`config.mk`:
```
export PLATFORM = sky130hd
export DESIGN_NAME = coin_change_dispenser
export DESIGN_NICKNAME = d
export VERILOG_FILES = /design/src/rtl/coin_change_dispenser_pkg.sv /design/src/rtl/coin_change_dispenser_hopper_if.sv /design/src/rtl/coin_change_dispenser.sv
export SDC_FILE = /design/constraint.sdc
export NUM_CORES = 1
export LEC_CHECK = 0
export BUFFER_PORTS_ARGS = -buffer_cell sky130_fd_sc_hd__buf_2
export CAP_MARGIN = 10
export CORE_MARGIN = 2
export CORE_UTILIZATION = 47
export DETAILED_ROUTE_END_ITERATION = 10
export PLACE_DENSITY_LB_ADDON = 0.2
export SLEW_MARGIN = 20
export SYNTH_ARGS = -nofsm -noshare
export SYNTH_HDL_FRONTEND = slang
export SYNTH_SLANG_ARGS = --single-unit
```
`constraint.sdc`:
```
create_clock -name clk -period 1.64 [get_ports clk]
set_clock_uncertainty 0.15 [all_clocks]
set_input_delay 0.082 -clock clk [delete_from_list [all_inputs] [get_ports clk]]
set_output_delay 0.082 -clock clk [all_outputs]
set_load 0.02 [all_outputs]
```
`src/rtl/coin_change_dispenser_pkg.sv`:
```
// Shared definitions for the change dispenser: FSM state encodings, coin values
// in nickel units, and the coin-type tag used to remember which hopper is in flight.
package coin_change_dispenser_pkg;

    localparam logic [2:0] ST_IDLE    = 3'd0;
    localparam logic [2:0] ST_SELECT  = 3'd1;
    localparam logic [2:0] ST_DREQ    = 3'd2;
    localparam logic [2:0] ST_NREQ    = 3'd3;
    localparam logic [2:0] ST_RELEASE = 3'd4;
    localparam logic [2:0] ST_DONE    = 3'd5;

    // Coin values in 5c units; the vending control FSM uses the same constants.
    localparam int NICKEL_UNITS = 1;
    localparam int DIME_UNITS   = 2;

    typedef enum logic {
        COIN_NICKEL = 1'b0,
        COIN_DIME   = 1'b1
    } coin_e;

endpackage

```
`src/rtl/coin_change_dispenser_hopper_if.sv`:
```
// One four-phase req/ack unit for a single coin hopper: raises req on go, drops it
// when the ack is seen (paid) or when aborted; released reports the ack back low.
module coin_change_dispenser_hopper_if (
    input  logic clk,
    input  logic reset_n,
    input  logic go,
    input  logic abort,
    input  logic ack,
    output logic req,
    output logic paid,
    output logic released
);

    assign paid     = req & ack;
    assign released = ~ack;

    // NOTE: sequential state uses non-blocking assignments so every flop samples
    // pre-edge values, independent of block ordering.
    always_ff @(posedge clk or negedge reset_n) begin
        if (!reset_n) begin
            req <= 1'b0;
        end else if (go) begin
            req <= 1'b1;
        end else if (paid || abort) begin
            req <= 1'b0;
        end
    end

endmodule

```
`src/rtl/coin_change_dispenser.sv`:
```
// Change payout controller: greedy dime-first payout of an owed amount through two
// four-phase hoppers. Optional handshake watchdog enabled by defining ACK_TIMEOUT_EN.
module coin_change_dispenser
    import coin_change_dispenser_pkg::*;
#(
    parameter int AMT_W          = 4,
    parameter int TIMEOUT_CYCLES = 255
) (
    input  logic             clk,
    input  logic             reset_n,
    input  logic             start,
    input  logic [AMT_W-1:0] amount,
    input  logic             nickel_empty,
    input  logic             dime_empty,
    input  logic             nickel_ack,
    input  logic             dime_ack,
    output logic             nickel_req,
    output logic             dime_req,
    output logic             busy,
    output logic             done,
    output logic [AMT_W-1:0] shortfall,
    output logic             fault
);

    logic [2:0]       state, state_d;
    logic [AMT_W-1:0] remaining;
    coin_e            last_coin;
    logic             dime_ok, dime_go, nickel_go;
    logic             dime_paid, nickel_paid, dime_released, nickel_released;
    logic             coin_released;
    logic             timeout;

    // Dime only when at least two units are owed, so remaining can never underflow.
    assign dime_ok   = (remaining >= AMT_W'(DIME_UNITS)) && !dime_empty;
    assign dime_go   = (state == ST_SELECT) && (remaining != '0) && dime_ok;
    assign nickel_go = (state == ST_SELECT) && (remaining != '0) && !dime_ok && !nickel_empty;

    assign coin_released = (last_coin == COIN_DIME) ? dime_released : nickel_released;

    assign busy = (state != ST_IDLE);
    assign done = (state == ST_DONE);

    coin_change_dispenser_hopper_if u_dime_if (
        .clk      (clk),
        .reset_n  (reset_n),
        .go       (dime_go),
        .abort    (timeout),
        .ack      (dime_ack),
        .req      (dime_req),
        .paid     (dime_paid),
        .released (dime_released)
    );

    coin_change_dispenser_hopper_if u_nickel_if (
        .clk      (clk),
        .reset_n  (reset_n),
        .go       (nickel_go),
        .abort    (timeout),
        .ack      (nickel_ack),
        .req      (nickel_req),
        .paid     (nickel_paid),
        .released (nickel_released)
    );

    // NOTE: state_d gets a default before the case so no path leaves it unassigned
    // (which would infer a latch).
    always_comb begin
        state_d = state;
        case (state)
            ST_IDLE:    if (start) state_d = ST_SELECT;
            ST_SELECT: begin
                if (dime_go)        state_d = ST_DREQ;
                else if (nickel_go) state_d = ST_NREQ;
                else                state_d = ST_DONE;
            end
            ST_DREQ: begin
                if (dime_paid)      state_d = ST_RELEASE;
                else if (timeout)   state_d = ST_DONE;
            end
            ST_NREQ: begin
                if (nickel_paid)    state_d = ST_RELEASE;
                else if (timeout)   state_d = ST_DONE;
            end
            ST_RELEASE: begin
                if (coin_released)  state_d = ST_SELECT;
                else if (timeout)   state_d = ST_DONE;
            end
            ST_DONE:    state_d = ST_IDLE;
            default:    state_d = ST_IDLE;
        endcase
    end

    always_ff @(posedge clk or negedge reset_n) begin
        if (!reset_n) begin
            state     <= ST_IDLE;
            remaining <= '0;
            shortfall <= '0;
            last_coin <= COIN_NICKEL;
        end else begin
            state <= state_d;
            if (state == ST_IDLE && start) begin
                remaining <= amount;
                shortfall <= '0;
            end
            if (dime_go)   last_coin <= COIN_DIME;
            if (nickel_go) last_coin <= COIN_NICKEL;
            if (state == ST_DREQ && dime_paid)
                remaining <= remaining - AMT_W'(DIME_UNITS);
            if (state == ST_NREQ && nickel_paid)
                remaining <= remaining - AMT_W'(NICKEL_UNITS);
            // A coin still in flight at timeout is not credited.
            if (state_d == ST_DONE && state != ST_DONE)
                shortfall <= remaining;
        end
    end

`ifdef ACK_TIMEOUT_EN
    localparam int WD_W = $clog2(TIMEOUT_CYCLES + 1);

    logic [WD_W-1:0] wd_cnt;
    logic            in_wait;
    logic            fault_q;

    assign in_wait = (state == ST_DREQ) || (state == ST_NREQ) || (state == ST_RELEASE);
    assign timeout = in_wait && (wd_cnt == WD_W'(TIMEOUT_CYCLES - 1));
    assign fault   = fault_q;

    always_ff @(posedge clk or negedge reset_n) begin
        if (!reset_n) begin
            wd_cnt  <= '0;
            fault_q <= 1'b0;
        end else begin
            // Any state change restarts the count, so each wait phase gets a full budget.
            if (state_d != state) wd_cnt <= '0;
            else if (in_wait)     wd_cnt <= wd_cnt + 1'b1;
            if (state == ST_IDLE && start)       fault_q <= 1'b0;
            else if (timeout && state_d == ST_DONE) fault_q <= 1'b1;
        end
    end
`else
    logic unused_timeout_cfg;

    assign timeout            = 1'b0;
    assign fault              = 1'b0;
    assign unused_timeout_cfg = (TIMEOUT_CYCLES == 0);
`endif

endmodule
```
# Word-level counts from Yosys, hierarchy flattened
# Index checks and enable logic that the tools add are counted.
# totals
in_bits	11
elab_cells	59
ff_bits	14
out_inout_bits	9
# op_classes
reduce_logical	20
mux	19
bitwise	4
n_addsub	2
eq_ne	7
order_cmp	1
# ops
op	count
two-way mux 4 bit	5
two-way mux 3 bit	6
one-hot mux 3 bit (5 select lines)	1
== test 3 bit, second input constant	3
logical AND 1 bit	9
nonzero test 2 bit	4
two-way mux 1 bit	7
== test 3 x 2 -> 1 bit, second input constant	2
nonzero test 3 bit	2
greater-or-equal comparator 4 x 2 -> 1 bit, second input constant	1
nonzero test 4 bit	1
subtractor 4 x 1 -> 4 bit, second input constant	1
subtractor 4 x 2 -> 4 bit, second input constant	1
== test 3 x 1 -> 1 bit, second input constant	1
zero test 1 bit	3
zero test 3 bit	1
!= test 3 bit, second input constant	1
AND 1 bit	2
NOT 1 bit	2

# Depth between registers and ports, before layout
# logic_depth
word_depth	11
mapped_depth	6
ltp_nobuf	6

# Hierarchy
# Synthesis repeated with hierarchy kept, for this count alone.
# unflattened
hier_cells	93
area_unflattened_um2	903.4
# by_module_without_submodules
module	area_per_inst_um2	seq_area_each_um2	cells_each	instances
coin_change_dispenser	805.8	300.3	83	1
coin_change_dispenser_hopper_if	48.8	25.0	5	2

# Least setup slack after synthesis
# Ideal clock, no wire load.
# synth_path
kind	register -> register
start	register state[0]
end	register remaining[2]
arrival_ns	1.486
setup_time_ns	0.123
required_ns	1.367
slack_ns	-0.119
path_stages_with_launch	7
synth_period_minus_slack_ns	1.759
path_buffers	2
cell_sequence	dfrtp_1 buf_6 or4b_4 buf_6 nor2_2 a31oi_1 o221a_1
# synth_between
elab_chain_len	4
word_cells_on_any_way	9
classes_between	eq/ne (2); mux (2); reduce/logical (5)
# synth_lines
element	line	text
start, declared	coin_change_dispenser.sv:25	logic [2:0] state, state_d;
start signal, assigned	coin_change_dispenser.sv:100	state <= state_d;
== test 3 x 2 -> 1 bit	coin_change_dispenser.sv:107	if (state == ST_DREQ && dime_paid)
logical AND 1 bit	coin_change_dispenser.sv:107	
two-way mux 4 bit	coin_change_dispenser.sv:107	
two-way mux 4 bit	coin_change_dispenser.sv:109	if (state == ST_NREQ && nickel_paid)
end signal, assigned	coin_change_dispenser.sv:102	remaining <= amount;
end signal, assigned	coin_change_dispenser.sv:108	remaining <= remaining - AMT_W'(DIME_UNITS);
end signal, assigned	coin_change_dispenser.sv:110	remaining <= remaining - AMT_W'(NICKEL_UNITS);
end, declared	coin_change_dispenser.sv:26	logic [AMT_W-1:0] remaining;
# Several ways; a longest one is shown, not always the timed one.
# A chain may end at the register's enable or synchronous reset.

# Worst setup path after layout
# layout_path
start	register remaining[0]
end	register state[1]
# layout_between
elab_chain_len	8
word_cells_on_any_way	11
classes_between	order compare (1); mux (3); reduce/logical (7)
# layout_lines
element	line	text
greater-or-equal comparator 4 x 2 -> 1 bit	coin_change_dispenser.sv:34	assign dime_ok = (remaining >= AMT_W'(DIME_UNITS)) && !dime_empty;
logical AND 1 bit	coin_change_dispenser.sv:34	
zero test 1 bit	coin_change_dispenser.sv:36	assign nickel_go = (state == ST_SELECT) && (remaining != '0) && !dime_ok && !nickel_empty;
logical AND 1 bit (2 in a row)	coin_change_dispenser.sv:36	
two-way mux 3 bit	coin_change_dispenser.sv:73	else if (nickel_go) state_d = ST_NREQ;
two-way mux 3 bit *	coin_change_dispenser.sv:72	if (dime_go) state_d = ST_DREQ;
one-hot mux 3 bit (5 select lines) *	coin_change_dispenser.sv:69	case (state)
net state_d[1]	coin_change_dispenser.sv:25	
# Mark *: on every way through the listed nets, which the timed path passes. The rest lies on a longest branch.

==> impl_metrics.toml <==
[pwr]
power.density_nw_per_um2 = 1832
power.leakage_nw = 0.6822
peakVddDrop_v = 0.001201

[clocking]
cts_tree = "yes"
clk_latency_ns = 0.28
cts_root_buffer = "clkbuf_4"
numCtsBuffers = 3
htree_levels = 1
clk_pin_slew_worst_paths_ns = 0.09
cts.sinks = 14
clk_path_buf_depth = 2

[route]
drtIter0Drc = 10
wirelength_um = 2500
route.met2.wl_um = 1276
via_per_inst = 5.275
ant_nets = 0
dr_wl_met3_um = 135
maxUsedRoutingLayer = "met4"
vias = 902
met1Wirelength_um = 996
wl_per_cell_um = 14.62
drt_pass1_iterations = 4
drc = 0

[floorplanning]
rows = 15
initial_core_util = 0.5004
fp.dieArea_um2 = 2219
fp.coreArea_um2 = 1745
fp.dieH_um = 47.11
fp.dieW_um = 47.11
ios = 20

[sta]
period_needed_ns = 1.775
min_period_over_period = 1.082
fmax_ghz = 0.5634
rsz0062_at_grt = "yes"
finalHoldViolations = 0
layout_setup_ws_ns = -0.1348
slew_violations = 0
setup_viol = 11

[setup_path]
critPathLaunch = "remaining[0]"
path_class = "register to register"
required_ns = 1.66
crit_path_end = "state[1]"
endpoint_kind = "register"
crit_arrival_ns = 1.79
worstRegToRegCells = 7
worstPathMaxFanout = 2
path_cells = "inv_1 -> ha_2 -> nor4_4 -> o21ai_2 -> buf_4 -> buf_6 -> a22o_1"
cpMaxStageDelayCell = "dfrtp_1"
r2r_end = "state[1]"
cpPeakStageDelay_ns = 0.35
reg2reg_slack_ns = -0.13
r2r-start = "remaining[0]"
critPathLaunchType = "register"

[cells_and_area]
diodes = 0
layout-drive-gt1-share = 0.4795
syn_to_final_growth_pct = 58.88
final_common_cell = "buf_4"
mostFrequentLayoutCells = "23 x buf_4, 16 x buf_2, 15 x nand2_1"
nNetsFinal = 162
fin_util = 0.7950
num-fill-cells = 126

[synthesis]
synthArstFlopShare = 1.000
synthesis.area_um2 = 873.3
yosys_warnings = 0
ys_types = 36
syn-mean-instance-area_um2 = 9.597
synth_cells = 91
ys_ff_latch = 14
synth_flop_cell = "dfrtp_1"
synth_nets = 106
ys_seq_area_frac = 0.4011
synth_edf_count = 0

[placement]
pre_cts_slack_ns = -0.1035
io_buffers = 18
gp_congestion = 0.8288
dp_hpwl_um = 1620

[grt]
grt_pass1_vias = 835
grt_usage = 0.2551
grt_pass1_wl_um = 3843
grt_max_degree = 15
grt-ovfl-total = 0
antenna_found_initial = 0

[job]
drv_cap = 0

[worst_hold_path]
hold_class = "primary input to register"

[run_status]
outcome = "finished, violations left"
violations = "setup timing"
==> worst min-delay path by stage <==
stage | from | endpoint | slack [ns] | depth (start not counted)
3_3_place_gp | reset_n | u_nickel_if.req | -0.16 | 1
3_5_place_dp | reset_n | last_coin | -0.15 | 1
4_1_cts | amount[1] | remaining[1] | 0.004 | 4
6_report | amount[1] | remaining[1] | 0.01 | 4
5_1_grt | amount[1] | remaining[1] | 0.03 | 4
2_1_floorplan | reset_n | last_coin | -0.36 | 0
==> stage by stage <==
stage	setup TNS (ns)	hold WS, ns	instances	cell area, um^2	total power (W)
after global placement	-0.2339	-0.1568	147	1091	0.001836
after global routing	-1.642	0.03162	171	1388	0.002732
after CTS	-0.4306	0.003746	166	1311	0.002370
after detailed placement	-0.5642	-0.1516	147	1091	0.001877
final	-0.8740	0.01106	171	1388	0.002543
after floorplan	-0.2047	-0.3636	91	879.6	0.001416
==> repair_timing <==
| item | 4_1_cts | 5_1_grt |
|---|---|---|
| endpoints found under the hold margin | 19 | 0 |
| gates resized for setup | 13 | 10 |
| hold buffers | 7 | 0 |
| endpoints found under the setup margin | 10 | 13 |
| pin swaps | 5 | 8 |
| setup buffers | 8 | 5 |
==> critical path, delay by kind of cell, from the launching register on <==
| kind | cells | cell delay, ns |
|---|---|---|
| AO/OA/AOI/OAI | 2 | 0.36 |
| flip-flops | 1 | 0.35 |
| AND/OR/NAND/NOR | 1 | 0.29 |
| buffers and inverters | 3 | 0.32 |
| adder cells (fa/ha/maj) | 1 | 0.19 |
==> state kept, by name, summed over array words and instances (netlist names) <==
| register | cells |
|---|---|
| shortfall | 4 |
| u_dime_if.req | 1 |
| last_coin | 1 |
| u_nickel_if.req | 1 |
| remaining | 4 |
| state | 3 |
==> power by group <==
group	internal, W	switching (W)	leakage, nW
Combinational	0.000875	0.000778	0.489
Sequential	0.000506	0.000133	0.172
Clock	0.000135	0.000115	0.0210
Total	0.00152	0.00103	0.682
==> synthesized netlist by cell type (2+ instances only) <==
master / instances / area, um^2
a21oi_1: 3 / 15.01
a31oi_1: 2 / 12.51
and3b_2: 2 / 20.02
buf_6: 2 / 22.52
dfrtp_1: 14 / 350.3
ha_1: 4 / 50.05
inv_1: 8 / 30.03
mux2i_1: 6 / 60.06
nand2_1: 16 / 60.06
nand3_1: 2 / 10.01
nor2_1: 5 / 18.77
o21ai_0: 3 / 15.01
==> metal layers <==
metal | GRT usage | up-vias
met5 | 0 | -
met4 | 0.08333 | 0
met3 | 0.04615 | 10
met2 | 0.4493 | 34
met1 | 0.3135 | 428
li1 | - | 430
==> area by class of cell <==
type                            instances  area [um^2]  area share
Multi-Input combinational cell         66        526.8      0.3796
Clock buffer                            4        36.28     0.02615
Sequential cell                        14        350.3      0.2525
Timing Repair Buffer                   54        412.9      0.2976
Tap cell                               25        31.28     0.02254
Inverter                                8        30.03     0.02164
==> cell families (layout without fill, tap and decap cells) <==
family          after synthesis  after routing  share of synthesized area
fa+ha+maj                     4              4                    0.05731
compound gates               19             19                     0.1734
flops                        14             14                     0.4012
buf+inv                      11             66                    0.06877
mux                           6              6                    0.06877
other cells                   1              1                   0.004294
xor+xnor                      1              1                    0.01003
simple gates                 35             35                     0.2164
Note: power is estimated with default switching activity, not from simulation.
